`config.mk`:
```
export PLATFORM = sky130hd
export DESIGN_NAME = dcache_dm_ctrl
export DESIGN_NICKNAME = d
export VERILOG_FILES = /design/src/rtl/dcache_pkg.sv /design/src/rtl/dcache_line_array.sv /design/src/rtl/dcache_dm_ctrl.sv
export SDC_FILE = /design/constraint.sdc
export NUM_CORES = 1
export LEC_CHECK = 0
export ABC_CLOCK_PERIOD_IN_PS = 12200
export BUFFER_PORTS_ARGS = -buffer_cell sky130_fd_sc_hd__buf_4
export CELL_PAD_IN_SITES_DETAIL_PLACEMENT = 1
export CELL_PAD_IN_SITES_GLOBAL_PLACEMENT = 1
export CORE_MARGIN = 4
export CORE_UTILIZATION = 48
export CTS_CLUSTER_SIZE = 20
export DETAILED_ROUTE_END_ITERATION = 16
export PLACE_DENSITY_LB_ADDON = 0.1
export SYNTH_ARGS = -nofsm -noshare
export SYNTH_HDL_FRONTEND = slang
export SYNTH_SLANG_ARGS = --single-unit
export TNS_END_PERCENT = 100
```
`constraint.sdc`:
```
create_clock -name c_clk_i -period 12.2 [get_ports c_clk_i]
set_input_delay 2.44 -clock c_clk_i [delete_from_list [all_inputs] [get_ports c_clk_i]]
set_output_delay 2.44 -clock c_clk_i [all_outputs]
set_load 0.02 [all_outputs]
```
`src/rtl/dcache_pkg.sv`:
```
// dcache_pkg: state encoding and default-derived widths for the direct-mapped data cache
package dcache_pkg;
  localparam int DC_BLOCK_SIZE = 2;
  localparam int DC_LINE_SIZE = 32;
  localparam int DC_ADDR_SIZE = 32;
  localparam int DC_INDEX_SIZE = 3;
  localparam int DC_TAG_W = DC_ADDR_SIZE - DC_INDEX_SIZE - DC_BLOCK_SIZE - 2;
  localparam int DC_BLK_W = (2 ** DC_BLOCK_SIZE) * DC_LINE_SIZE;
  localparam int DC_BADDR_W = DC_ADDR_SIZE - DC_BLOCK_SIZE - 2;
  typedef enum logic [1:0] {IDLE, WRITEBACK, ALLOCATE, UPDATE} state_e;
endpackage

```
`src/rtl/dcache_line_array.sv`:
```
// dcache_line_array: valid/dirty/tag/data storage with one combinational read port, a line-refill port and a word-write port
module dcache_line_array
  import dcache_pkg::*;
#(
  parameter int IDX_W = DC_INDEX_SIZE,
  parameter int OFF_W = DC_BLOCK_SIZE,
  parameter int WORD_W = DC_LINE_SIZE,
  parameter int TAG_W = DC_TAG_W,
  parameter int BLK_W = DC_BLK_W
) (
  input  logic              clk_i,
  input  logic              rst_ni,
  input  logic [IDX_W-1:0]  idx_i,
  output logic              valid_o,
  output logic              dirty_o,
  output logic [TAG_W-1:0]  tag_o,
  output logic [BLK_W-1:0]  data_o,
  input  logic              fill_i,
  input  logic [TAG_W-1:0]  fill_tag_i,
  input  logic [BLK_W-1:0]  fill_data_i,
  input  logic              wr_i,
  input  logic [OFF_W-1:0]  wr_off_i,
  input  logic [WORD_W-1:0] wr_data_i,
  input  logic              clr_dirty_i
);
  localparam int N = 2 ** IDX_W;
  logic [N-1:0] valid_q, dirty_q;
  logic [TAG_W-1:0] tag_q [N];
  logic [BLK_W-1:0] data_q [N];
  assign valid_o = valid_q[idx_i];
  assign dirty_o = dirty_q[idx_i];
  assign tag_o = tag_q[idx_i];
  assign data_o = data_q[idx_i];
  // Status bits: refill makes a line valid and clean, a word store dirties it, writeback cleans it
  always_ff @(posedge clk_i or negedge rst_ni)
    if (!rst_ni) begin
      valid_q <= '0;
      dirty_q <= '0;
    end else if (fill_i) begin
      valid_q[idx_i] <= 1'b1;
      dirty_q[idx_i] <= 1'b0;
    end else if (wr_i) dirty_q[idx_i] <= 1'b1;
    else if (clr_dirty_i) dirty_q[idx_i] <= 1'b0;
  // Tag and data arrays carry no reset; valid gates their use
  always_ff @(posedge clk_i)
    if (fill_i) begin
      tag_q[idx_i] <= fill_tag_i;
      data_q[idx_i] <= fill_data_i;
    end else if (wr_i) data_q[idx_i][wr_off_i*WORD_W +: WORD_W] <= wr_data_i;
endmodule

```
`src/rtl/dcache_dm_ctrl.sv`:
```
// dcache_dm_ctrl: direct-mapped write-back write-allocate data cache controller (DCACHE_STATS_EN adds hit/miss counters)
module dcache_dm_ctrl
  import dcache_pkg::*;
#(
  parameter int c_block_size = DC_BLOCK_SIZE,
  parameter int c_line_size = DC_LINE_SIZE,
  parameter int address_size = DC_ADDR_SIZE,
  parameter int c_index_size = DC_INDEX_SIZE
) (
  input  logic                                      c_clk_i,
  input  logic                                      c_reset_n_i,
  input  logic                                      c_read_i,
  input  logic                                      c_write_i,
  input  logic [address_size-1:0]                   c_addr_i,
  input  logic [c_line_size-1:0]                    c_wr_data_i,
  output logic [c_line_size-1:0]                    c_read_data_o,
  output logic                                      c_busywait_o,
  output logic                                      m_read_o,
  output logic                                      m_wr_o,
  output logic [address_size-c_block_size-3:0]      m_addr_o,
  output logic [(2**c_block_size)*c_line_size-1:0]  m_wr_data_o,
  input  logic                                      m_busywait_i,
  input  logic [(2**c_block_size)*c_line_size-1:0]  m_read_data_i,
  input  logic                                      m_read_done_i,
  input  logic                                      m_write_done_i
`ifdef DCACHE_STATS_EN
  ,
  output logic [31:0]                               hit_count_o,
  output logic [31:0]                               miss_count_o
`endif
);
  localparam int TAG_W = address_size - c_index_size - c_block_size - 2;
  localparam int BLK_W = (2 ** c_block_size) * c_line_size;
  localparam int BA_W = address_size - c_block_size - 2;
  state_e state_q, state_d;
  logic m_read_q, m_read_d, m_wr_q, m_wr_d;
  logic [BA_W-1:0] m_addr_q, m_addr_d, p_baddr_q, p_baddr_d;
  logic [BLK_W-1:0] m_wr_data_q, m_wr_data_d;
  logic l_valid, l_dirty;
  logic [TAG_W-1:0] l_tag;
  logic [BLK_W-1:0] l_data;
  logic unused;
  wire [BA_W-1:0] req_baddr = c_addr_i[address_size-1:c_block_size+2];
  wire [c_index_size-1:0] req_idx = req_baddr[c_index_size-1:0];
  wire [c_block_size-1:0] off = c_addr_i[c_block_size+1:2];
  wire idle = state_q == IDLE;
  wire req = c_read_i | c_write_i;
  wire hit = l_valid && l_tag == req_baddr[BA_W-1:c_index_size];
  wire victim_dirty = l_valid && l_dirty;
  wire fill_en = state_q == ALLOCATE && m_read_q && m_read_done_i;
  wire [c_index_size-1:0] idx = idle ? req_idx : p_baddr_q[c_index_size-1:0];
  assign unused = ^{c_addr_i[1:0], m_busywait_i};
  assign c_read_data_o = (idle && c_read_i && !c_write_i && hit) ? l_data[off*c_line_size +: c_line_size] : '0;
  assign c_busywait_o = c_reset_n_i && (!idle || (req && !hit));
  assign m_read_o = m_read_q;
  assign m_wr_o = m_wr_q;
  assign m_addr_o = m_addr_q;
  assign m_wr_data_o = m_wr_data_q;
  dcache_line_array #(
    .IDX_W(c_index_size), .OFF_W(c_block_size), .WORD_W(c_line_size), .TAG_W(TAG_W), .BLK_W(BLK_W)
  ) u_lines (
    .clk_i(c_clk_i),
    .rst_ni(c_reset_n_i),
    .idx_i(idx),
    .valid_o(l_valid),
    .dirty_o(l_dirty),
    .tag_o(l_tag),
    .data_o(l_data),
    .fill_i(fill_en),
    .fill_tag_i(p_baddr_q[BA_W-1:c_index_size]),
    .fill_data_i(m_read_data_i),
    .wr_i(idle && c_write_i && hit),
    .wr_off_i(off),
    .wr_data_i(c_wr_data_i),
    .clr_dirty_i(state_q == WRITEBACK && m_write_done_i)
  );
  // Miss sequencing; the write request drops on its done pulse and the read request rises one cycle later
  always_comb begin
    state_d = state_q;
    m_read_d = m_read_q;
    m_wr_d = m_wr_q;
    m_addr_d = m_addr_q;
    m_wr_data_d = m_wr_data_q;
    p_baddr_d = p_baddr_q;
    case (state_q)
      IDLE: if (req && !hit) begin
        p_baddr_d = req_baddr;
        state_d = victim_dirty ? WRITEBACK : ALLOCATE;
        m_wr_d = victim_dirty;
        m_read_d = !victim_dirty;
        m_addr_d = victim_dirty ? {l_tag, req_idx} : req_baddr;
        m_wr_data_d = l_data;
      end
      WRITEBACK: if (m_write_done_i) begin
        m_wr_d = 1'b0;
        m_addr_d = p_baddr_q;
        state_d = ALLOCATE;
      end
      ALLOCATE: begin
        m_read_d = !fill_en;
        state_d = fill_en ? UPDATE : ALLOCATE;
      end
      default: state_d = IDLE;
    endcase
  end
  // Controller state and registered memory-side outputs
  always_ff @(posedge c_clk_i or negedge c_reset_n_i)
    if (!c_reset_n_i) begin
      state_q <= IDLE;
      m_read_q <= 1'b0;
      m_wr_q <= 1'b0;
      m_addr_q <= '0;
      m_wr_data_q <= '0;
      p_baddr_q <= '0;
    end else begin
      state_q <= state_d;
      m_read_q <= m_read_d;
      m_wr_q <= m_wr_d;
      m_addr_q <= m_addr_d;
      m_wr_data_q <= m_wr_data_d;
      p_baddr_q <= p_baddr_d;
    end
`ifdef DCACHE_STATS_EN
  logic [31:0] hit_cnt_q, miss_cnt_q;
  logic upd_q;
  assign hit_count_o = hit_cnt_q;
  assign miss_count_o = miss_cnt_q;
  // One count per CPU request; the replayed hit right after UPDATE belongs to an already counted miss
  always_ff @(posedge c_clk_i or negedge c_reset_n_i)
    if (!c_reset_n_i) begin
      hit_cnt_q <= '0;
      miss_cnt_q <= '0;
      upd_q <= 1'b0;
    end else begin
      upd_q <= state_q == UPDATE;
      if (idle && req && hit && !upd_q) hit_cnt_q <= hit_cnt_q + 32'd1;
      if (idle && req && !hit) miss_cnt_q <= miss_cnt_q + 32'd1;
    end
`endif
endmodule

```
==> metrics.txt <==
status=completed; DR iter-0 viols=4,752; crit-path max FO=77; clock-pin slew on the worst setup and hold paths=60 ps; initial antenna violation count=16; Tcrit/Tclk final=78.36%; Pwr Density=263.1 mW/mm^2; Period minus WS final=9559 ps; Crit Path Class=in2out; CTS tree=done; remaining global-route overflow=0; num rows=126; Post-CTS Hold Fix Bufs=0; area grow syn2layout=17.91%; max-cap violations=0; height of the die=352.8 um; drt pass-1 iters=8; final setup fails=0; largest net degree at the start of global routing=116; drt drc=0; Post-synth top cells=edfxtp_1 (1,224), nand2_1 (302), mux2i_1 (291), inv_1 (250), a22oi_1 (230); cell area after synthesis=0.05708 mm^2; Syn Nets=3,905; Post-synth EDFFs=1,224; # port buffers=386; Post-Route WL=199,800 um; Netlist cell types=73; post-synthesis sequential area ratio=73.33%; H-tree Lvls=4; Resize count post-CTS=0; fin nets=4,298; total core area=0.1181 mm^2; clk_lat worst skew=780 ps; fillcell total=10,966; largest area contributor in the netlist=edfxtp_1; clock buffer depth=3; Async SR Flop Fraction=14.29%; Critical Path RT=9760 ps; DP Wirelength=121,200 um; leakage power=25.20 nW; routed via count=36,949; gate count of the mapped netlist=3,697; Slew headroom=11.75%; post-route ant nets=0; min-delay worst type=reg2reg; maximum clock frequency=0.1046 GHz; design area=0.06731 mm^2; Slew Viols, Final=0; die area=0.1245 mm^2; Root Driver=clkbuf_16; Final Wtd Congestion=0.7994; synth warn=0; Via density=6.418; Worst setup SP type=input port; RSZ-0062 raised after global routing=false; I/O Pins=390; Layout Skew=29.93 ps; placed standard-cell area=0.06230 mm^2; CTS Sinks=1,428; Crit. End Element=output port; WL per Instance=34.71 um; GRT Total Usage=31.66%; post-CTS setup buffer count=0; setup_tns=0 ps; top cell type's share of synthesized area=64.39%; starting density of the core=48.34%; Die X=352.8 um; Final Hold Viols=0; VDD IR-drop max=0.0001582 V; largest cells by area after synthesis=edfxtp_1 (64%), dfrtp_1 (8.9%), mux2i_1 (5.1%); first-pass GRT wire length=281,600 um; total CTS buffers=150; syn avg cell area=15.44 um^2; vias in the first global route=37,788; slew of the pin with the lowest slew margin=1316 ps; share of layout cells above drive strength 1=20.74%; top-count cell post-synth=edfxtp_1; FF+latch count, synth=1,428; Primary FF master, synth=edfxtp_1; crit path DAT=7120 ps
[registers in the layout, indices dropped and copies added (netlist names), named ones only]
| name | flops |
|---|---|
| u_lines.data_q | 1024 |
| u_lines.tag_q | 200 |
| m_wr_data_o | 128 |
| m_addr_o | 28 |
| p_baddr_q | 28 |
| u_lines.valid_q | 8 |
| state_q | 2 |
| m_read_o | 1 |
| m_wr_o | 1 |
[power by group]
part	internal [mW]	leakage, nW	total [mW]	switching (mW)
sequential	6.10	13.5	6.48	0.378
combinational	2.07	9.26	6.56	4.49
clock	2.74	2.44	4.67	1.92
[path summary, 6_finish.rpt]
check	slack (ps)	start	cells past startpoint	to
max	2640	c_addr_i[4]	13	c_read_data_o[2]
min	460	u_lines.valid_q[3]	1	u_lines.valid_q[3]
max reg2reg	4790	state_q[0]	16	u_lines.data_q[3][105]
min reg2reg	460	u_lines.valid_q[3]	1	u_lines.valid_q[3]
max in group asynchronous	8790	c_reset_n_i	3	m_wr_data_o[34]
min in group asynchronous	1650	c_reset_n_i	1	m_addr_o[6]
[kinds of logic (layout without fill, tap and decap cells)]
family,count (synthesis),in the layout,share of synthesized area [%]
DFF,1428,1428,73.33
buffers and inverters,487,1004,3.426
adders and majority gates,9,9,0.1973
and+or+nand+nor,565,565,4.711
other,0,7,0
muxes,398,398,7.694
AOI/OAI and AO/OA,807,807,10.59
xor gates and xnor gates,3,3,0.04604
[cells in the final DEF (no fill, tap or decap), types with 25 or more instances in the layout]
master,n
edfxtp_1,1224
buf_4,472
nand2_1,300
mux2i_1,290
inv_1,249
a22oi_1,230
dfrtp_1,204
clkbuf_16,155
a22o_1,101
a21oi_1,89
o21ai_0,73
and3_1,66
a221oi_1,65
mux2_2,63
a222oi_1,54
nor2_1,41
a32oi_1,39
a21oi_4,34
clkbuf_1,32
nand3_1,30
clkinv_2,25
[stage by stage]
| step | std cells | power (mW) | utilization, % | hold slack (ps) | setup slack, ps |
|---|---|---|---|---|---|
| floorplan | 3697 | 9.950 | - | 427.6 | 4649 |
| global placement | 5474 | 12.90 | 52.76 | 449.0 | 2819 |
| detailed placement | 5474 | 13.01 | 52.76 | 452.8 | 2780 |
| CTS | 5750 | 17.68 | 56.99 | 467.8 | 2774 |
| global route | 5750 | 18.34 | 56.99 | 490.8 | 2585 |
| finish | 5757 | 17.71 | 57.00 | 462.9 | 2641 |
[critical path: stages]
cell,delay (ps)
buf_4,150
mux2_8,670
buf_4,660
nand2_1,130
a32o_1,330
o21a_1,200
nor4_1,720
nand4_1,180
nor4_1,560
nand4b_1,160
buf_4,380
a21oi_1,270
buf_4,180
[final cells by class]
class | count | area (um^2) | area share (%)
sequential | 1428 | 41860 | 62.19
multi-input combinational | 1782 | 13920 | 20.68
clock buffer | 195 | 4109 | 6.105
timing repair buffer | 478 | 3659 | 5.436
tap | 1536 | 1922 | 2.855
inverter | 250 | 938.4 | 1.394
clock inverter | 81 | 880.8 | 1.309
antenna | 7 | 17.52 | 0.02603
[per-layer routing]
layer | GRT usage, % | vias to the layer above | part of all wire [%]
li1 | - | 15164 | -
met3 | 8.982 | 285 | 11
met2 | 50.08 | 2050 | 47
met5 | 0 | - | 0.014
met1 | 43.04 | 19446 | 39
met4 | 9.325 | 4 | 2.9
(Power assumes the default switching activity.)
